$ cat src/rtl/cpu_pkg.sv
// Shared CPU front-end definitions: fetch FSM states, bubble encoding, default PC width.
package cpu_pkg;

  localparam int          PC_W_DEFAULT      = 8;
  localparam logic [15:0] NOP_INSTR_DEFAULT = 16'hE000;

  typedef enum logic [1:0] {
    ST_IDLE  = 2'd0,
    ST_FETCH = 2'd1,
    ST_HOLD  = 2'd2,
    ST_DRAIN = 2'd3
  } fetch_state_t;

endpackage

$ cat src/rtl/if_id_reg.sv
// IF/ID pipeline register: flush beats hold beats load; with nothing to load and
// no hold it takes a bubble so decode never sees the same word twice.
module if_id_reg
  import cpu_pkg::*;
#(
  parameter int          PC_W      = PC_W_DEFAULT,
  parameter logic [15:0] NOP_INSTR = NOP_INSTR_DEFAULT
) (
  input  logic            clk,
  input  logic            reset,
  input  logic            load,
  input  logic            flush,
  input  logic            hold,
  input  logic [15:0]     instr_in,
  input  logic [PC_W-1:0] pc_in,
  output logic [15:0]     instruction,
  output logic [PC_W-1:0] pc_out,
  output logic            instr_valid
);

  always_ff @(posedge clk or posedge reset) begin
    if (reset) begin
      instruction <= NOP_INSTR;
      pc_out      <= '0;
      instr_valid <= 1'b0;
    end else if (flush || (!hold && !load)) begin
      // pc_out keeps the last real address; only the word and its valid bit change
      instruction <= NOP_INSTR;
      instr_valid <= 1'b0;
    end else if (!hold) begin
      instruction <= instr_in;
      pc_out      <= pc_in;
      instr_valid <= 1'b1;
    end
  end

endmodule

$ cat src/rtl/fetch_unit.sv
// Instruction fetch: request FSM, PC, one-entry skid buffer and IF/ID register.
// Optional macro FETCH_PERF_CNT_EN adds a saturating count of real IF/ID loads.
//
// state    | meaning
// ST_IDLE  | after reset, no request; next cycle starts fetching
// ST_FETCH | imem_req=1 at PC, waiting for imem_valid
// ST_HOLD  | word parked in skid buffer while decode is stalled
// ST_DRAIN | redirect left a response in flight; drop it, then fetch
module fetch_unit
  import cpu_pkg::*;
#(
  parameter int              PC_W      = PC_W_DEFAULT,
  parameter logic [PC_W-1:0] RESET_PC  = '0,
  parameter logic [15:0]     NOP_INSTR = NOP_INSTR_DEFAULT
) (
  input  logic            clk,
  input  logic            reset,
  input  logic            stall,
  input  logic            redirect,
  input  logic [PC_W-1:0] redirect_pc,
  output logic            imem_req,
  output logic [PC_W-1:0] imem_addr,
  input  logic            imem_valid,
  input  logic [15:0]     imem_rdata,
  output logic [15:0]     instruction,
  output logic [PC_W-1:0] pc_out,
  output logic            instr_valid,
  output logic [15:0]     fetch_count
);

  localparam logic [PC_W-1:0] PC_ONE = {{(PC_W-1){1'b0}}, 1'b1};

  fetch_state_t    state, state_nxt;
  logic [PC_W-1:0] pc, pc_nxt;
  logic [15:0]     skid_data;
  logic [PC_W-1:0] skid_pc;
  logic            skid_full;
  logic            skid_set, skid_clr;
  logic            ifid_load, ifid_from_skid;

  assign imem_req  = (state == ST_FETCH);
  assign imem_addr = pc;

  always_comb begin
    state_nxt      = state;
    pc_nxt         = pc;
    skid_set       = 1'b0;
    skid_clr       = 1'b0;
    ifid_load      = 1'b0;
    ifid_from_skid = 1'b0;
    case (state)
      ST_IDLE: begin
        state_nxt = ST_FETCH;
        if (redirect) pc_nxt = redirect_pc;
      end
      ST_FETCH: begin
        if (redirect) begin
          pc_nxt    = redirect_pc;
          state_nxt = imem_valid ? ST_FETCH : ST_DRAIN;
        end else if (imem_valid) begin
          pc_nxt = pc + PC_ONE;
          if (stall) begin
            skid_set  = 1'b1;
            state_nxt = ST_HOLD;
          end else begin
            ifid_load = 1'b1;
          end
        end
      end
      ST_HOLD: begin
        if (redirect) begin
          pc_nxt    = redirect_pc;
          skid_clr  = 1'b1;
          state_nxt = ST_FETCH;
        end else if (!stall) begin
          ifid_load      = skid_full;
          ifid_from_skid = 1'b1;
          skid_clr       = 1'b1;
          state_nxt      = ST_FETCH;
        end
      end
      ST_DRAIN: begin
        if (redirect) pc_nxt = redirect_pc;
        // the in-flight response is consumed here even if a new redirect arrives with it
        if (imem_valid) state_nxt = ST_FETCH;
      end
      default: state_nxt = ST_IDLE;
    endcase
  end

  always_ff @(posedge clk or posedge reset) begin
    if (reset) begin
      state     <= ST_IDLE;
      pc        <= RESET_PC;
      skid_full <= 1'b0;
      skid_data <= NOP_INSTR;
      skid_pc   <= '0;
    end else begin
      state <= state_nxt;
      pc    <= pc_nxt;
      if (skid_clr || redirect) begin
        skid_full <= 1'b0;
      end else if (skid_set) begin
        skid_full <= 1'b1;
        skid_data <= imem_rdata;
        skid_pc   <= pc;
      end
    end
  end

  if_id_reg #(
    .PC_W      (PC_W),
    .NOP_INSTR (NOP_INSTR)
  ) u_if_id (
    .clk         (clk),
    .reset       (reset),
    .load        (ifid_load),
    .flush       (redirect),
    .hold        (stall),
    .instr_in    (ifid_from_skid ? skid_data : imem_rdata),
    .pc_in       (ifid_from_skid ? skid_pc : pc),
    .instruction (instruction),
    .pc_out      (pc_out),
    .instr_valid (instr_valid)
  );

`ifdef FETCH_PERF_CNT_EN
  logic [15:0] fetch_cnt;

  always_ff @(posedge clk or posedge reset) begin
    if (reset) begin
      fetch_cnt <= '0;
    end else if (ifid_load && (fetch_cnt != 16'hFFFF)) begin
      fetch_cnt <= fetch_cnt + 16'd1;
    end
  end

  assign fetch_count = fetch_cnt;
`else
  assign fetch_count = '0;
`endif

endmodule
$ cat config.mk
export PLATFORM = sky130hd
export DESIGN_NAME = fetch_unit
export DESIGN_NICKNAME = d
export VERILOG_FILES = /design/src/rtl/cpu_pkg.sv /design/src/rtl/if_id_reg.sv /design/src/rtl/fetch_unit.sv
export SDC_FILE = /design/constraint.sdc
export NUM_CORES = 1
export LEC_CHECK = 0
export ABC_AREA = 1
export CAP_MARGIN = 0
export CORE_MARGIN = 4
export CORE_UTILIZATION = 30
export CTS_CLUSTER_DIAMETER = 150
export DETAILED_ROUTE_END_ITERATION = 10
export PLACE_DENSITY = 0.58
export REMOVE_ABC_BUFFERS = 1
export SYNTH_ARGS = -nofsm -noshare
export SYNTH_HDL_FRONTEND = slang
export SYNTH_SLANG_ARGS = --single-unit
export TNS_END_PERCENT = 100
$ cat constraint.sdc
create_clock -name clk -period 2.5 [get_ports clk]
set_clock_uncertainty 0.05 [all_clocks]
set_input_delay 0.375 -clock clk [delete_from_list [all_inputs] [get_ports clk]]
set_output_delay 0.375 -clock clk [all_outputs]
set_load 0.05 [all_outputs]
==> metrics <==
run status=finished, final reports clean; type of element capturing the critical path=output pin; count of unique library cells instantiated by Yosys=23; LEAKAGE=a little under 0.002 uW; Final Setup Violations=0; PD cells=1130 mW/mm^2; worst hold margin=0.367 ns; Sw Pwr=1990 uW; proportion of layout cells with a drive suffix above 1=8.96%; clock-pin transition on the worst setup and hold timing paths=0.08 ns; hold buffer count at cts=0; post-layout min period=2.29 ns; clock sinks=60; portion of total power attributed to the clock network=21.7%; number of antenna violations at the first check in global routing=0; number of nets in the layout=498; drt wl/cell=11.8 microns; worst endpoint required time=~2.1 ns; GRT Resource Usage Total=around an eighth; first-iteration detailed-routing DRC count=144; setup repair bufs after CTS=0; total CTS buffers=9; startpoint class of the critical path=flip-flop; core area=0.00986 sq mm; most frequent standard cell in the layout excluding fill and tap cells=sky130_fd_sc_hd__nand2_1; vias in the first global route=approximately 2500; number of H-tree levels=3; period utilisation layout=91.5%; crit path cell chain=inv_1, ha_1, clkdlybuf4s50_1; sequential fraction of the synthesis area=49.0%; layout overhead on the synthesized area=30.1%; length of the first detailed-routing pass in iterations=4; peak per-stage delay on the critical path=0.82 ns; Max-Cap Viols=0; Sequential Power Share=35.3%; width of the die=109 microns; total number of yosys warnings=0; DRC Markers=0; dominant delay contributor by cell family on the critical path=buffers and inverters; floorplan die area=0.0119 sq mm; global-route wire length before repair=12200 microns; post-synthesis sequential element count=60; actual slew at the worst max-slew pin=0.522 ns; share of total power in combinational logic=43.0%; # IOs=around 80; synthesized netlist cell count=401; Worst Hold Class=in2async; Clock Path Buffers=2; largest area contributor in the netlist=sky130_fd_sc_hd__dfrtp_1; FP Rows=36; detailed-route vias per instance=4.37; number of cells upsized or downsized after cts=0; sum of routed wire length over all layers=~7100 microns; worst-path cell with the longest stage delay=sky130_fd_sc_hd__clkdlybuf4s50_1; final antenna diode count=0; RSZ-0062 raised after global routing=false; worst-path maximum fanout=4; final total negative setup slack=0 ns; top library cells by usage in the layout, fill and taps aside=sky130_fd_sc_hd__nand2_1 (135), sky130_fd_sc_hd__clkdlybuf4s50_1 (62), sky130_fd_sc_hd__dfrtp_1 (54), sky130_fd_sc_hd__o21ai_0 (41), sky130_fd_sc_hd__nand3_1 (38); main area contributors after synthesis=sky130_fd_sc_hd__dfrtp_1 (44%), sky130_fd_sc_hd__nand2_1 (16%), sky130_fd_sc_hd__o21ai_0 (6.7%); final design utilization=40.6%; Slew Limit Fails=0; post-synth top area share=43.9%; Max Clock Freq=0.437 GHz; summed instance area of the synthesized netlist=0.00308 sq mm; data arrival time of the worst path=around 1.9 ns; half-perimeter wire length of the detailed placement result=~4900 microns; Internal Power=roughly 2500 uW; Die Height=109 microns; maximum number of pins on one net before global-route repair=61; buffers plus inverters on the worst setup path=2; port bufs=62; final antenna-violating net count=0; count of endpoints failing hold in the final timing report=0; overall power consumption=between 4000 and 5000 uW; critical path type=reg2out; CTS tree=built; total gr overflow=0; initial standard-cell utilization of the core=between 30% and 40%; Mapped Avg Cell Area=approximately 7.7 sq um; root cell of the clock tree=sky130_fd_sc_hd__clkbuf_8; Clk Latency, worst-skew pair=0.33 ns; worst-case vdd ir drop=0.828 mV; net switching fraction of the power=44.1%; last weighted congestion value of the routability-driven placer=approximately 0.83; relative slew slack=65.1%; detailed-route via count=2631
==> final cells by class <==
type,count,area [sq um]
inverters,38,143
repair buffers,68,691
fillers,998,5860
flip-flops and latches,60,1510
well taps,133,166
clock inverters,7,98.8
clock buffers,9,124
multi-input cells,287,1270
==> final timing paths <==
path	startpoint	endpoint	slack (ns)	cells after the start
min in group clk	u_if_id.instruction[10]	u_if_id.instruction[10]	0.43	2
hold reg to reg	u_if_id.instruction[10]	u_if_id.instruction[10]	0.43	2
setup reg to reg	state[0]	u_if_id.pc_out[1]	0.75	9
setup / recovery	state[1]	imem_req	0.21	3
hold / removal	reset	skid_data[0]	0.37	3
max in group asynchronous	reset	u_if_id.instruction[15]	1.72	3
==> cell usage after synthesis <==
| cell | number |
|---|---|
| sky130_fd_sc_hd__o21ai_0 | 41 |
| sky130_fd_sc_hd__nand4_1 | 2 |
| sky130_fd_sc_hd__clkbuf_2 | 1 |
| sky130_fd_sc_hd__or2_2 | 1 |
| sky130_fd_sc_hd__inv_1 | 33 |
| sky130_fd_sc_hd__buf_4 | 17 |
| sky130_fd_sc_hd__inv_2 | 5 |
| sky130_fd_sc_hd__nand3_1 | 39 |
| sky130_fd_sc_hd__nand2_2 | 4 |
| sky130_fd_sc_hd__dfstp_2 | 6 |
| sky130_fd_sc_hd__nor2_1 | 26 |
| sky130_fd_sc_hd__clkbuf_1 | 1 |
| sky130_fd_sc_hd__buf_6 | 3 |
| sky130_fd_sc_hd__a21oi_1 | 3 |
| sky130_fd_sc_hd__nor2_2 | 2 |
| sky130_fd_sc_hd__ha_1 | 5 |
| sky130_fd_sc_hd__conb_1 | 1 |
| sky130_fd_sc_hd__buf_2 | 9 |
| sky130_fd_sc_hd__o21ai_1 | 11 |
| sky130_fd_sc_hd__o21a_1 | 1 |
| sky130_fd_sc_hd__dfrtp_1 | 54 |
| sky130_fd_sc_hd__o22ai_1 | 1 |
| sky130_fd_sc_hd__nand2_1 | 135 |
==> sequential cells by signal (all words and copies together), names as in the netlist <==
register             flops
skid_full                1
u_if_id.pc_out           8
u_if_id.instruction     16
skid_pc                  8
state                    2
u_if_id.instr_valid      1
skid_data               16
imem_addr                8
==> metrics by stage <==
stage	worst slack (ns)	instance area, sq um	cells
3_5_place_dp	0.459	3780	586
3_3_place_gp	0.452	3780	586
4_1_cts	0.173	4000	602
5_1_grt	0.0974	4000	602
6_report	0.212	4000	602
2_1_floorplan	-0.0412	2920	385
==> routing by layer <==
layer / vias up / wire length [microns] / track usage [%]
li1: 1360 / - / -
met1: 1178 / 3320 / 17.2
met2: 89 / 3150 / 20.3
met3: 4 / 542 / 3.99
met4: 0 / 76 / 4.10
met5: - / 0 / 0
==> power by group through the flow <==
stage / registers, uW / logic [uW] / clock network, uW
2_1_floorplan: 2050 / 835 / 0
5_1_grt: 1650 / 2160 / 1050
6_report: 1590 / 1940 / 980
3_3_place_gp: 1610 / 1930 / 0
3_5_place_dp: 1610 / 1950 / 0
4_1_cts: 1590 / 1960 / 1010
==> worst reg2reg max path: stages (launching register included) <==
cell                      delay (ns)
sky130_fd_sc_hd__dfrtp_1        0.43
sky130_fd_sc_hd__inv_1          0.08
sky130_fd_sc_hd__ha_1           0.30
sky130_fd_sc_hd__nand2_2        0.10
sky130_fd_sc_hd__nor2_2         0.08
sky130_fd_sc_hd__buf_4          0.32
sky130_fd_sc_hd__nand2_1        0.10
sky130_fd_sc_hd__o21ai_0        0.09
sky130_fd_sc_hd__nand3_1        0.08
sky130_fd_sc_hd__nand2_1        0.06
==> cells by family after synthesis <==
| family | after synthesis | synth area share [%] |
|---|---|---|
| other | 1 | 0.122 |
| AND/OR/NAND/NOR | 209 | 27.8 |
| adder cells (fa/ha/maj) | 5 | 2.03 |
| AO/OA/AOI/OAI | 57 | 9.39 |
| flip-flops | 60 | 49.0 |
| buffers and inverters | 69 | 11.6 |
Power figures use the tool's default switching activity.
